$ cat src/rtl/regfile_pkg.sv
// Shared defaults and helpers for the register file scoreboard.
// Holds default widths/counts and a clog2 helper for key width.
package regfile_pkg;

  localparam int XLEN_DEF  = 32;
  localparam int NREGS_DEF = 32;
  localparam int NREAD_DEF = 2;

  function automatic int clog2(input int n);
    int r;
    r = 0;
    while ((1 << r) < n) r++;
    return r;
  endfunction

endpackage

$ cat src/rtl/regfile_read_port.sv
// One read port: write bypass, key-0 masking, stale-busy flag.
// Ports: reset, key, stored/stored_busy, qualified writes A/B, value/busy.
module regfile_read_port #(
  parameter int XLEN = 32,
  parameter int AW   = 5
) (
  input  logic            reset,
  input  logic [AW-1:0]   key,
  input  logic [XLEN-1:0] stored,
  input  logic            stored_busy,
  input  logic            wa_en,
  input  logic [AW-1:0]   wa_key,
  input  logic [XLEN-1:0] wa_value,
  input  logic            wb_en,
  input  logic [AW-1:0]   wb_key,
  input  logic [XLEN-1:0] wb_value,
  output logic [XLEN-1:0] value,
  output logic            busy
);

  logic hit_a;
  logic hit_b;
  logic zero;

  // wa_en/wb_en arrive already qualified: nonzero key,
  // and B dropped when it collides with A.
  always_comb begin
    zero  = reset || (key == '0);
    hit_a = wa_en && (wa_key == key);
    hit_b = wb_en && (wb_key == key);
    if (zero)       value = '0;
    else if (hit_a) value = wa_value;
    else if (hit_b) value = wb_value;
    else            value = stored;
    busy = !zero && stored_busy && !hit_a && !hit_b;
  end

endmodule

$ cat src/rtl/regfile_scoreboard.sv
// Register file with two write ports, N read ports and a busy scoreboard.
// Ports: clk, reset, rd_key/rd_value/rd_busy, wa_*, wb_*, iss_*, busy_count.
module regfile_scoreboard
  import regfile_pkg::*;
#(
  parameter  int XLEN  = XLEN_DEF,
  parameter  int NREGS = NREGS_DEF,
  parameter  int NREAD = NREAD_DEF,
  localparam int AW    = clog2(NREGS)
) (
  input  logic                  clk,
  input  logic                  reset,
  input  logic [NREAD*AW-1:0]   rd_key,
  output logic [NREAD*XLEN-1:0] rd_value,
  output logic [NREAD-1:0]      rd_busy,
  input  logic                  wa_en,
  input  logic [AW-1:0]         wa_key,
  input  logic [XLEN-1:0]       wa_value,
  input  logic                  wb_en,
  input  logic [AW-1:0]         wb_key,
  input  logic [XLEN-1:0]       wb_value,
  input  logic                  iss_en,
  input  logic [AW-1:0]         iss_key,
  output logic [AW:0]           busy_count
);

  logic [XLEN-1:0]  regs [NREGS];
  logic [NREGS-1:0] busy;
  logic [NREGS-1:0] busy_nxt;
  logic             wa_ok;
  logic             wb_ok;
  logic             iss_ok;
  logic             inc;
  logic [1:0]       dec;

  // An issue overrides a same-cycle write clear: the
  // new producer supersedes the one just retired.
  always_comb begin
    wa_ok  = wa_en && (wa_key != '0);
    wb_ok  = wb_en && (wb_key != '0)
             && !(wa_ok && (wa_key == wb_key));
    iss_ok = iss_en && (iss_key != '0);
    busy_nxt = busy;
    if (wa_ok)  busy_nxt[wa_key]  = 1'b0;
    if (wb_ok)  busy_nxt[wb_key]  = 1'b0;
    if (iss_ok) busy_nxt[iss_key] = 1'b1;
    inc = iss_ok && !busy[iss_key];
    dec = 2'(wa_ok && busy[wa_key]
             && !(iss_ok && (iss_key == wa_key)))
        + 2'(wb_ok && busy[wb_key]
             && !(iss_ok && (iss_key == wb_key)));
  end

  always_ff @(posedge clk or posedge reset) begin
    if (reset) begin
      for (int k = 0; k < NREGS; k++) regs[k] <= '0;
      busy       <= '0;
      busy_count <= '0;
    end else begin
      if (wa_ok) regs[wa_key] <= wa_value;
      if (wb_ok) regs[wb_key] <= wb_value;
      busy       <= busy_nxt;
      busy_count <= busy_count + (AW+1)'(inc)
                    - (AW+1)'(dec);
    end
  end

  for (genvar i = 0; i < NREAD; i++) begin : g_rd
    logic [AW-1:0] k;
    assign k = rd_key[i*AW +: AW];
    regfile_read_port #(
      .XLEN(XLEN),
      .AW  (AW)
    ) u_rp (
      .reset      (reset),
      .key        (k),
      .stored     (regs[k]),
      .stored_busy(busy[k]),
      .wa_en      (wa_ok),
      .wa_key     (wa_key),
      .wa_value   (wa_value),
      .wb_en      (wb_ok),
      .wb_key     (wb_key),
      .wb_value   (wb_value),
      .value      (rd_value[i*XLEN +: XLEN]),
      .busy       (rd_busy[i])
    );
  end

endmodule

$ cat config.mk
export PLATFORM = sky130hd
export DESIGN_NAME = regfile_scoreboard
export DESIGN_NICKNAME = d
export VERILOG_FILES = /design/src/rtl/regfile_pkg.sv /design/src/rtl/regfile_read_port.sv /design/src/rtl/regfile_scoreboard.sv
export SDC_FILE = /design/constraint.sdc
export NUM_CORES = 2
export LEC_CHECK = 0
export CAP_MARGIN = 20
export CORE_MARGIN = 1
export CORE_UTILIZATION = 45
export DETAILED_ROUTE_END_ITERATION = 6
export SLEW_MARGIN = 20
export SYNTH_ARGS = -nofsm -noshare
export SYNTH_HDL_FRONTEND = slang
export SYNTH_SLANG_ARGS = --single-unit
$ cat constraint.sdc
create_clock -name clk -period 44.9 [get_ports clk]
set_clock_uncertainty 0.1 [all_clocks]
set_input_delay 8.98 -clock clk [delete_from_list [all_inputs] [get_ports clk]]
set_output_delay 8.98 -clock clk [all_outputs]
set_load 0.02 [all_outputs]
==> impl_metrics.toml <==
[global_route]
grt_pass1_vias = 52200
grt_usage_pct = 35.4
grt_pass1_wl_mm = 399
antenna_found_initial = 11
grt_remaining_overflow = 0
grt_max_degree = 173

[place]
place_congestion = 0.873
numPortBuffers = 165
place_ws_ns = 21.89
place_area_um2 = 72300
dp_hpwl_mm = 156

[power]
p_leak_nw = 38.2
p_per_area_nw_per_um2 = 44.4
ir_drop_uv = 36.8

[synthesis]
synthesis.area_um2 = 69800
ys.flop_type = "dfrtp_1"
synth-warning-count = 0
synth.avg_cell_area_um2 = 12.0
syn_inst = 5797
synth_cell_types = 63
syn_nets = 5899
synth_enable_flop_cells = 0
async_reset_ff_share_pct = 100
synth_seq_cells = 1062
synth_seq_area_share_pct = 38.1

[setup_path]
r2r-end = "busy_count[5]"
cp-start-kind = "input pin"
r2r_start = "busy[26]"
crit_fanout = 37
critical_path_class = "in -> out"
crit_arrival_ns = 14.07
reg2reg_slack_ns = 41.16
reg2regPathDepth = 11
cp.required_ns = 35.82
cp-end-kind = "output pin"

[routing]
ant_nets = 0
drc = 0
drtIter0Drc = 7041
routed_wl_mm = 283
via_per_inst = 6.91
vias = 53100
wl_per_cell_um = 36.8
drtPass1Iterations = 6

[sta]
period_needed_ns = 23.15
slew_violations = 0
finalSetupViolCount = 0
setup_ws_ns = 21.75
slew-limit-headroom_pct = 17.2
worstMarginPinSlew_ns = 1.24
hold_violations = 0
timing.fmax_ghz = 0.0432
whs_ns = 0.294
period_share_pct = 51.6
finalSetupTns_ns = 0
grt_setup_unrepaired = "no"

[cts]
cts_setup_buffers = 0
htreeDepth = 3
cts_root_buf = "clkbuf_16"
numCtsBuffers = 121
clock_latency_ns = 0.79
path_clk_slew_ns = 0.06
cts_tree = "built"
clock_path_buffers = 3
ctsHoldBuffers = 0
clock_sink_count = 1062
cts_resized = 0

[min_path]
hold_path_depth = 0
min_to = "regs[1002]"
min_from = "regs[1002]"
min_path_type = "reg -> reg"

[cells_and_area]
drive_gt1_share_pct = 24.2
most-common-layout-cells = "1814 x mux2i_1, 1062 x dfrtp_1, 594 x mux2_2, 291 x mux4_2, 249 x o22ai_1"
area_growth_pct = 9.58
final_nets = 5640
fin_util_pct = 49.7
final_common_cell = "mux2i_1"
fin_area_um2 = 76500

[die]
start_util_pct = 45.3
rows = 144
top_level_ports = 166
fp.dieH_um = 396
fp.dieW_um = 396
core_area_um2 = 154000
die_area_um2 = 157000

[run_status]
status = "completed"

[run]
drv_cap = 0
worst max-delay path, cell delays in order:
cell             delay (ns)
clkdlybuf4s50_1        0.91
or4_4                  0.66
o21ai_2                0.24
o311a_4                0.88
nand4bb_4              0.90
o221ai_1               0.70
clkdlybuf4s50_1        0.71
cells in the mapped netlist (all sizes together) (8+ instances only):
| cell | n | area [µm²] |
|---|---|---|
| nand2 | 237 | 890 |
| nand3 | 45 | 583 |
| o22ai | 249 | 1560 |
| a32o | 30 | 300 |
| xnor2 | 29 | 254 |
| nand4 | 9 | 56.3 |
| mux4 | 291 | 6550 |
| nor3b | 12 | 105 |
| buf | 196 | 1560 |
| o21ai | 101 | 509 |
| inv | 55 | 206 |
| clkbuf | 522 | 1960 |
| mux2 | 594 | 6690 |
| nor2 | 63 | 244 |
| a22o | 62 | 543 |
| nor2b | 12 | 75.1 |
| dfrtp | 1062 | 26600 |
| o221ai | 64 | 561 |
| mux2i | 1814 | 18200 |
| o31ai | 64 | 480 |
| nand2b | 8 | 50.1 |
| a211oi | 31 | 233 |
| nor3 | 86 | 445 |
| a21oi | 27 | 135 |
| a22oi | 67 | 503 |
| xor2 | 10 | 87.6 |
worst max-delay path by stage:
stage	from	endpoint	slack (ns)	cells after the start
after floorplan	reset	rd_value[49]	0.99	6
after global placement	wa_key[1]	rd_value[53]	21.96	7
after detailed placement	wa_key[1]	rd_value[37]	21.89	7
after CTS	wa_key[1]	rd_value[37]	21.88	7
after global routing	wa_key[1]	rd_value[53]	21.71	7
final	wa_key[1]	rd_value[53]	21.75	7
power breakdown:
| part | total, mW | switching [mW] | internal, mW |
|---|---|---|---|
| registers | 1.42 | 0.209 | 1.22 |
| logic | 0.924 | 0.429 | 0.495 |
| clock network | 1.05 | 0.441 | 0.607 |
| total | 3.40 | 1.08 | 2.32 |
metal layers:
layer | track usage (%) | share of wire (%) | up-vias | wire length (µm)
met1 | 49.0 | 41 | 27600 | 116000
li1 | - | - | 21400 | -
met3 | 10.1 | 11 | 822 | 31300
met5 | 0 | 0.014 | - | 41
met2 | 49.8 | 42 | 3306 | 118000
met4 | 19.3 | 6.1 | 6 | 17200
logic make-up (layout without fill, tap and decap cells):
logic type / Yosys count / in the layout / synth area share [%]
compound gates: 709 / 709 / 7.08
xor+xnor: 39 / 39 / 0.489
fa+ha+maj: 8 / 8 / 0.165
buf+inv: 774 / 617 / 5.34
flops: 1062 / 1062 / 38.1
mux: 2699 / 2699 / 45.0
other cells: 0 / 2 / 0
simple gates: 506 / 506 / 3.89
sequential cells by signal, summed over array words and instances (netlist names):
name,flops
busy,32
busy_count,6
regs,1024
final cells by class:
type                    count  area [µm²]
diodes                      2        5.00
fillers                 13500       77500
repair buffers            336        3090
clock buffers             183        3630
flip-flops and latches   1062       26600
well taps                2044        2560
clock inverters            42         498
multi-input cells        3961       39900
inverters                  56         218
metrics by stage:
step | instances | total power, mW
after floorplan | 5797 | 2.08
after global placement | 7452 | 2.30
after detailed placement | 7455 | 2.34
after CTS | 7680 | 3.38
after global routing | 7684 | 3.54
final | 7686 | 3.40
No activity file was read; power rests on OpenSTA's default activity.
